$ cat config.mk
export PLATFORM = sky130hd
export DESIGN_NAME = snake_vga_reader
export DESIGN_NICKNAME = d
export VERILOG_FILES = /design/src/rtl/snake_vga_reader.sv
export SDC_FILE = /design/constraint.sdc
export NUM_CORES = 1
export LEC_CHECK = 0
export CORE_ASPECT_RATIO = 1.75
export CORE_MARGIN = 2
export CORE_UTILIZATION = 30
export CTS_CLUSTER_DIAMETER = 40
export DETAILED_ROUTE_END_ITERATION = 8
export DONT_BUFFER_PORTS = 1
export PLACE_DENSITY = 0.44
export SLEW_MARGIN = 20
export SYNTH_ARGS = -nofsm -noshare
export SYNTH_HDL_FRONTEND = slang
export SYNTH_SLANG_ARGS = --single-unit
$ cat constraint.sdc
create_clock -name clk -period 3 [get_ports clk]
set_clock_uncertainty 0.05 [all_clocks]
set_input_delay 0.45 -clock clk [delete_from_list [all_inputs] [get_ports clk]]
set_output_delay 0.45 -clock clk [all_outputs]
set_load 0.02 [all_outputs]
$ cat src/rtl/snake_vga_reader.sv
// 640x480@60 VGA scan-out of the snake game state, one pixel per clk on a 40x30 grid of 16x16 cells.
// Optional macro GRID_LINES_EN draws dim grid lines on background cells.
module snake_vga_reader #(
    parameter int X_W       = 6,
    parameter int Y_W       = 5,
    parameter int TAILS_W   = 6,
    parameter int GRID_COLS = 40,
    parameter int GRID_ROWS = 30
) (
    input  logic                 clk,
    input  logic                 reset,
    input  logic [X_W+Y_W-1:0]   snake_head_pos,
    input  logic [X_W+Y_W-1:0]   apple_pos,
    input  logic [TAILS_W-1:0]   num_tails,
    output logic [TAILS_W-1:0]   tail_addr,
    output logic                 tail_rd_en,
    input  logic [X_W+Y_W-1:0]   tail_value,
    output logic                 vga_hsync,
    output logic                 vga_vsync,
    output logic [3:0]           vga_r,
    output logic [3:0]           vga_g,
    output logic [3:0]           vga_b,
    output logic                 frame_tick,
    output logic                 in_vblank
);

    localparam logic [9:0] H_VIS    = 10'd640;
    localparam logic [9:0] H_SYNC_S = 10'd656;
    localparam logic [9:0] H_SYNC_E = 10'd751;
    localparam logic [9:0] H_MAX    = 10'd799;
    localparam logic [9:0] V_VIS    = 10'd480;
    localparam logic [9:0] V_SYNC_S = 10'd490;
    localparam logic [9:0] V_SYNC_E = 10'd491;
    localparam logic [9:0] V_MAX    = 10'd524;
    localparam logic [X_W-1:0] COLS = X_W'(GRID_COLS);
    localparam logic [Y_W-1:0] ROWS = Y_W'(GRID_ROWS);

    typedef enum logic [1:0] {IDLE, READ, DRAIN} state_e;

    logic [9:0]           h_cnt_q, v_cnt_q;
    logic [9:0]           next_v;
    logic [X_W+Y_W-1:0]   head_sh_q, apple_sh_q;
    logic [TAILS_W-1:0]   ntails_sh_q;
    state_e               state_q;
    logic [GRID_COLS-1:0] build_q, disp_q;
    logic [Y_W-1:0]       target_q;
    logic                 ran_q, rd_en_q, rd_vld_q;
    logic [TAILS_W-1:0]   addr_q;
    logic                 hsync_q, vsync_q, ftick_q, vblank_q;
    logic [11:0]          rgb_q, rgb_d;

    logic                 snap;
    logic                 vis;
    logic [X_W-1:0]       cx, head_x, apple_x, tv_x;
    logic [Y_W-1:0]       cy, head_y, apple_y, tv_y;
    logic                 head_hit, apple_hit, tail_hit;

    assign next_v  = (v_cnt_q == V_MAX) ? 10'd0 : v_cnt_q + 10'd1;
    assign snap    = (h_cnt_q == 10'd0) && (v_cnt_q == V_VIS);
    assign vis     = (h_cnt_q < H_VIS) && (v_cnt_q < V_VIS);
    assign cx      = h_cnt_q[4 +: X_W];
    assign cy      = v_cnt_q[4 +: Y_W];
    assign head_x  = head_sh_q[X_W-1:0];
    assign head_y  = head_sh_q[X_W +: Y_W];
    assign apple_x = apple_sh_q[X_W-1:0];
    assign apple_y = apple_sh_q[X_W +: Y_W];
    assign tv_x    = tail_value[X_W-1:0];
    assign tv_y    = tail_value[X_W +: Y_W];

    always_ff @(posedge clk) begin
        if (reset) begin
            h_cnt_q <= '0;
            v_cnt_q <= '0;
        end else if (h_cnt_q == H_MAX) begin
            h_cnt_q <= '0;
            v_cnt_q <= next_v;
        end else begin
            h_cnt_q <= h_cnt_q + 10'd1;
        end
    end

    // Shadows hold the whole next frame stable against mid-frame game updates.
    always_ff @(posedge clk) begin
        if (reset) begin
            head_sh_q   <= '0;
            apple_sh_q  <= '0;
            ntails_sh_q <= '0;
        end else if (snap) begin
            head_sh_q   <= snake_head_pos;
            apple_sh_q  <= apple_pos;
            ntails_sh_q <= num_tails;
        end
    end

    // Launch one clk early so the first strobe coincides with h_cnt=640.
    always_ff @(posedge clk) begin
        if (reset) begin
            state_q  <= IDLE;
            build_q  <= '0;
            disp_q   <= '0;
            target_q <= '0;
            ran_q    <= 1'b0;
            rd_en_q  <= 1'b0;
            rd_vld_q <= 1'b0;
            addr_q   <= '0;
        end else begin
            rd_vld_q <= rd_en_q;
            if (rd_vld_q && (tv_y == target_q) && (tv_x < COLS))
                build_q[tv_x] <= 1'b1;
            case (state_q)
                IDLE: begin
                    if ((h_cnt_q == H_VIS - 10'd1) && (next_v < V_VIS)) begin
                        build_q  <= '0;
                        target_q <= next_v[4 +: Y_W];
                        ran_q    <= 1'b1;
                        addr_q   <= '0;
                        if (ntails_sh_q == '0) begin
                            state_q <= DRAIN;
                        end else begin
                            state_q <= READ;
                            rd_en_q <= 1'b1;
                        end
                    end
                end
                READ: begin
                    if (addr_q == ntails_sh_q - 1'b1) begin
                        rd_en_q <= 1'b0;
                        state_q <= DRAIN;
                    end else begin
                        addr_q <= addr_q + 1'b1;
                    end
                end
                DRAIN:   state_q <= IDLE;
                default: state_q <= IDLE;
            endcase
            if ((h_cnt_q == H_MAX) && ran_q) begin
                disp_q <= build_q;
                ran_q  <= 1'b0;
            end
        end
    end

    assign head_hit  = (head_x == cx) && (head_y == cy) && (head_x < COLS) && (head_y < ROWS);
    assign apple_hit = (apple_x == cx) && (apple_y == cy) && (apple_x < COLS) && (apple_y < ROWS);
    assign tail_hit  = (cx < COLS) && disp_q[cx];

    always_comb begin
        rgb_d = 12'h000;
        if (vis) begin
            if (head_hit)       rgb_d = 12'hFF0;
            else if (apple_hit) rgb_d = 12'hF00;
            else if (tail_hit)  rgb_d = 12'h0C0;
`ifdef GRID_LINES_EN
            else if ((h_cnt_q[3:0] == 4'd0) || (v_cnt_q[3:0] == 4'd0)) rgb_d = 12'h222;
`else
            else rgb_d = 12'h000;
`endif
        end
    end

    always_ff @(posedge clk) begin
        if (reset) begin
            hsync_q  <= 1'b1;
            vsync_q  <= 1'b1;
            rgb_q    <= '0;
            ftick_q  <= 1'b0;
            vblank_q <= 1'b0;
        end else begin
            hsync_q  <= !((h_cnt_q >= H_SYNC_S) && (h_cnt_q <= H_SYNC_E));
            vsync_q  <= !((v_cnt_q >= V_SYNC_S) && (v_cnt_q <= V_SYNC_E));
            rgb_q    <= rgb_d;
            ftick_q  <= snap;
            vblank_q <= (v_cnt_q >= V_VIS);
        end
    end

    assign tail_addr  = addr_q;
    assign tail_rd_en = rd_en_q;
    assign vga_hsync  = hsync_q;
    assign vga_vsync  = vsync_q;
    assign vga_r      = rgb_q[11:8];
    assign vga_g      = rgb_q[7:4];
    assign vga_b      = rgb_q[3:0];
    assign frame_tick = ftick_q;
    assign in_vblank  = vblank_q;

endmodule
### Word level (Yosys, flattened, before mapping)

Cells that the tools add are included.
W data, S select, Z words.

* flip-flop bits (word level): 160
* output and inout bits: 23
* word-level logic and storage cells: 109

* $add $sub $neg: 4
* $lt $le $gt $ge: 17
* eq/ne operators: 15
* muxes and demuxes: 22
* bitwise logic cells: 2
* reduce and logical (&&, ||, !) cells: 30

Operators by type and width (number)
* $mux W40: 3
* $or A40 B40 Y40: 1
* $eq A10 B10 Y1 const B: 3
* $lt A6 B6 Y1 const B: 4
* $mux W12: 2
* $add A10 B1 Y10 const B: 2
* $ge A10 B9 Y1 const B: 2
* $lt A10 B9 Y1 const B: 2
* $eq A6 B6 Y1: 3
* $logic_and A1 B1 Y1: 16
* $eq A5 B5 Y1: 3
* $lt A6 B7 Y1 const B: 2
* $mux W6: 2
* $pmux W6 S2: 1
* $eq A10 B9 Y1 const B: 1
* $ge A10 B10 Y1 const B: 1
* $le A10 B10 Y1 const B: 1
* $le A10 B9 Y1 const B: 1
* $logic_not A10 Y1: 1
* $lt A10 B10 Y1 const B: 1
* $lt A5 B5 Y1 const B: 2
* $mux W10: 1
* $mux W8: 1
* $ne A2 B2 Y1 const B: 4
* other kinds (20): 30

### Logic depth before layout (Yosys ltp)

* depth in word-level cells: 8
* depth in mapped cells: 10
* gate-level depth less buffers: 8

### Worst setup path after synthesis

OpenSTA, ideal clock, no wires.

* kind: register to register
* from: register v_cnt_q[4]
* to: register target_q[0]
* data arrival time: 2.076 ns
* required time: 2.880 ns
* slack: 0.803 ns
* cell stages (with the launch flop): 8
* period minus slack after synthesis: 2.197 ns
* cell sequence: dfxtp_1 > buf_6 > or3_4 > nor4_4 > nor2b_2 > a2111o_1 > or3_1 > a21oi_1

* cells in the longest elaborated chain, start to end: 5
* elaborated cells on any way between the ends: 6
* those cells by class: 1 x add/sub; 1 x order compare; 1 x eq/ne; 1 x mux; 2 x reduce/logical

Ends and longest elaborated chain
* from (decl): RTL line 40 `logic [9:0] h_cnt_q, v_cnt_q;`
* from (signal assigned): RTL line 76 `v_cnt_q <= next_v;`
* $add A10 B1 Y10 / $eq A10 B10 Y1 (equally long branches): RTL line 58 `assign next_v = (v_cnt_q == V_MAX) ? 10'd0 : v_cnt_q + 10'd1;`
* $mux W10 (*): RTL line 58
* $lt A10 B9 Y1: RTL line 112 `if ((h_cnt_q == H_VIS - 10'd1) && (next_v < V_VIS)) begin`
* $logic_and A1 B1 Y1: RTL line 112
* $reduce_and A2 Y1 (no source line)
* to (signal assigned): RTL line 114 `target_q <= next_v[4 +: Y_W];`
* to (decl): RTL line 46 `logic [Y_W-1:0] target_q;`

Mark *: on every way between the ends. The rest lies on a longest branch, timed or not.
A chain may end at the register's enable or synchronous reset.

### Worst setup path after layout

* from: register v_cnt_q[6]
* to: register head_sh_q[6]

* cells in the longest elaborated chain, start to end: 2

Ends and longest elaborated chain
* $eq A10 B9 Y1: RTL line 59 `assign snap = (h_cnt_q == 10'd0) && (v_cnt_q == V_VIS);`
* $logic_and A1 B1 Y1: RTL line 59
* to (signal assigned): RTL line 89 `head_sh_q <= snake_head_pos;`
* to (decl): RTL line 42 `logic [X_W+Y_W-1:0] head_sh_q, apple_sh_q;`

Every way passes these cells.

==> results.py <==
metrics = {
    "sta": {
        "setup_tns_ps": 0,
        "setup_violations": 0,
        "slew_headroom": 0.486,
        "final_max_slew_viol_count": 0,
        "tightest_slew_ps": 770,
        "period_share": 0.845,
        "hold_violations": 0,
        "min_period_ps": 2540,
        "rsz0062_at_grt": "false",
        "layout_setup_ws_ps": 464,
        "fmax_ghz": 0.394,
    },
    "global_route": {
        "grt_use_total": 0.152,
        "grt_pass1_wl_um": 27400,
        "overflow": 0,
        "grt_max_degree": 104,
        "antenna_found_initial": 0,
        "grt_pass1_vias": 5210,
    },
    "clocking": {
        "post_cts_buffers": 0,
        "ctsHtreeMaxLevel": 4,
        "cts_buffer_depth": 2,
        "clk_pin_slew_worst_paths_ps": 60,
        "clockRootBuffer": "clkbuf_16",
        "cts_made_buffers": 17,
        "tritoncts": "yes",
        "clock-sinks": 151,
        "cts-hold-fix-buffers": 0,
        "cts_resized": 0,
        "clock_latency_ps": 430,
    },
    "critical_path": {
        "path_cells": "nand4_1 -> or3_1 -> or3_1 -> buf_4 -> nand2_1 -> a21oi_1",
        "cp_slowest_stage_delay_ps": 670,
        "timing.rr.end": "head_sh_q[6]",
        "crit_cells": 6,
        "critical_path_required_ps": 3270,
        "end_kind": "flip-flop",
        "rrSetupSlack_ps": 460,
        "critPathLaunchType": "flip-flop",
        "arrival_ps": 2800,
        "crit_top_cell": "or3_1",
        "cp_num_buf_inv": 1,
        "path_max_fanout": 22,
        "critPathSlowestCell": "dfxtp_1",
        "crit_family": "simple AND/OR/NAND/NOR gates",
        "worstSetupPathType": "reg2reg",
        "worstSetupStartpoint": "v_cnt_q[6]",
        "rr_worst_depth": 6,
        "r2r-start": "v_cnt_q[6]",
        "cp-endpoint": "head_sh_q[6]",
    },
    "floorplan": {
        "core_region_area_um2": 21600,
        "start_util": 0.307,
        "die_y_um": 201,
        "dieWidth_um": 116,
        "io_pins": 64,
        "rows": 71,
        "die_area_um2": 23300,
    },
    "detailed_routing": {
        "drcViolationCount": 0,
        "ant_nets": 0,
        "dr_total_vias": 5352,
        "firstDrtPassIters": 5,
        "avgRoutedWirePerCell_um": 15.7,
        "vias_per_cell": 4.89,
        "wl_um": 17200,
        "drt_iter0_markers": 244,
    },
    "final_layout": {
        "postLayoutCoreUtil": 0.351,
        "nFillCells": 2238,
        "area_delta_synth_final_pct": 14.4,
        "drive_gt1_frac": 0.0860,
        "nNetsFinal": 838,
        "diodes": 0,
    },
    "yosys": {
        "avgSynthCellArea_um2": 8.21,
        "synth_area_leaders": "dfxtp_1 46%, a21oi_1 9.8%, nand2_1 9.4%",
        "yosysTopAreaCellShare": 0.457,
        "synthFlopType": "dfxtp_1",
        "synth_edf_count": 0,
        "async_reset_ff_frac": 0,
        "yosys_warnings": 0,
        "synth_cells": 806,
        "synth_area_um2": 6620,
        "seq_area_frac_synth": 0.457,
        "ys_seq_elements": 151,
        "synth_cell_types": 52,
        "post-synth-top-area-cell": "dfxtp_1",
    },
    "place": {
        "pre_cts_ws_ps": 386,
        "dp_hpwl_um": 12100,
        "gp_congestion": 0.841,
        "portBuffers": 0,
    },
    "power_and_ir_drop": {
        "p_per_area_nw_per_um2": 598,
        "vdd_drop_max_mv": 0.324,
        "power_frac_clock": 0.541,
        "p_int_mw": 3.60,
        "p_sw_frac": 0.206,
        "leakagePower_nw": 2.56,
        "power_frac_comb": 0.012,
        "p_switching_uw": 934,
        "pwr-share-seq": 0.447,
    },
    "status": {
        "outcome": "completed",
    },
    "run": {
        "drv_cap": 0,
    },
    "worst_hold_path": {
        "hp-class": "in2reg",
    },
}
-- cells in the mapped netlist, drive strengths merged (5+ instances only) --
master    n
nand2   165
dfxtp   151
a21oi   129
nor2     81
clkbuf   33
xor2     24
buf      23
nand3    23
xnor2    20
inv      16
nor3     13
mux4     11
nand3b   11
nand4    11
o21ai    11
nor2b     9
ha        8
or3       8
a31oi     7
nor4      5
-- worst min-delay path by stage --
| stage | start | end | slack (ps) | depth (start not counted) |
|---|---|---|---|---|
| 6_report | reset | target_q[4] | 40 | 1 |
| 3_5_place_dp | disp_q[38] | disp_q[38] | 390 | 2 |
| 5_1_grt | reset | target_q[3] | 20 | 1 |
| 3_3_place_gp | disp_q[33] | disp_q[33] | 380 | 2 |
| 2_1_floorplan | disp_q[10] | disp_q[10] | 380 | 2 |
| 4_1_cts | reset | target_q[4] | 20 | 1 |
-- registers in the layout, summed over array words and instances, names as in the netlist, 3 cells and up --
register and flops:
v_cnt_q 10, target_q 5, disp_q 40, apple_sh_q 11
h_cnt_q 10, tail_addr 6, ntails_sh_q 6, rgb_q 3
build_q 40, head_sh_q 11
-- layout make-up --
type                       instances  area [um^2]  area share
multi-input combinational        586         3290       0.435
sequential                       151         3020       0.399
clock buffer                      18          429      0.0567
tap                              292          365      0.0483
clock inverter                    14          248      0.0327
timing repair buffer              17          153      0.0202
inverter                          16         60.1     0.00793
-- through the flow --
| step | hold WS [ps] | instances | power, mW | cell area (um^2) |
|---|---|---|---|---|
| after floorplan | 379 | 809 | 2.13 | 6630 |
| after global placement | 381 | 1062 | 2.12 | 6890 |
| after detailed placement | 387 | 1062 | 2.12 | 6890 |
| after CTS | 18.3 | 1094 | 4.60 | 7570 |
| after global routing | 20.6 | 1094 | 4.69 | 7570 |
| final | 39.5 | 1094 | 4.53 | 7570 |
-- cell families (layout without fill, tap and decap cells) --
group | after synthesis | in the layout | share of synthesized area
other cells | 1 | 4 | 0.000566
simple gates | 352 | 352 | 0.244
flops | 151 | 151 | 0.457
fa+ha+maj | 8 | 8 | 0.0151
compound gates | 162 | 162 | 0.132
xor+xnor | 44 | 44 | 0.0582
mux | 16 | 16 | 0.0452
buf+inv | 72 | 65 | 0.0490
-- per-layer routing --
| metal | global-route usage | wire length, um |
|---|---|---|
| met1 | 0.171 | 6990 |
| met4 | 0.0680 | 490 |
| met5 | 0 | 0 |
| met2 | 0.269 | 9150 |
| met3 | 0.0305 | 587 |
-- power by group through the flow --
stage,registers [mW],clock network (mW),logic [mW]
floorplan,2.06,0,0.0719
global placement,2.07,0,0.0543
detailed placement,2.07,0,0.0547
CTS,2.02,2.52,0.0549
global route,2.02,2.61,0.0598
finish,2.02,2.45,0.0540
-- worst reg2reg max path, stage by stage, from the launching register on --
cell and delay (ps):
dfxtp_1 670, nand4_1 260, or3_1 450, or3_1 550
buf_4 280, nand2_1 100, a21oi_1 60
-- cell usage in the layout, fill, tap and decap left out, types with 11 or more instances in the layout --
master	instances
a21oi_1	129
buf_4	15
clkbuf_16	17
dfxtp_1	151
inv_1	16
mux4_2	11
nand2_1	165
nand3_1	23
nand3b_1	11
nand4_1	11
nor2_1	80
nor3_1	12
o21ai_0	11
xnor2_1	20
xor2_1	24
Note: power is estimated with default switching activity, not from simulation.
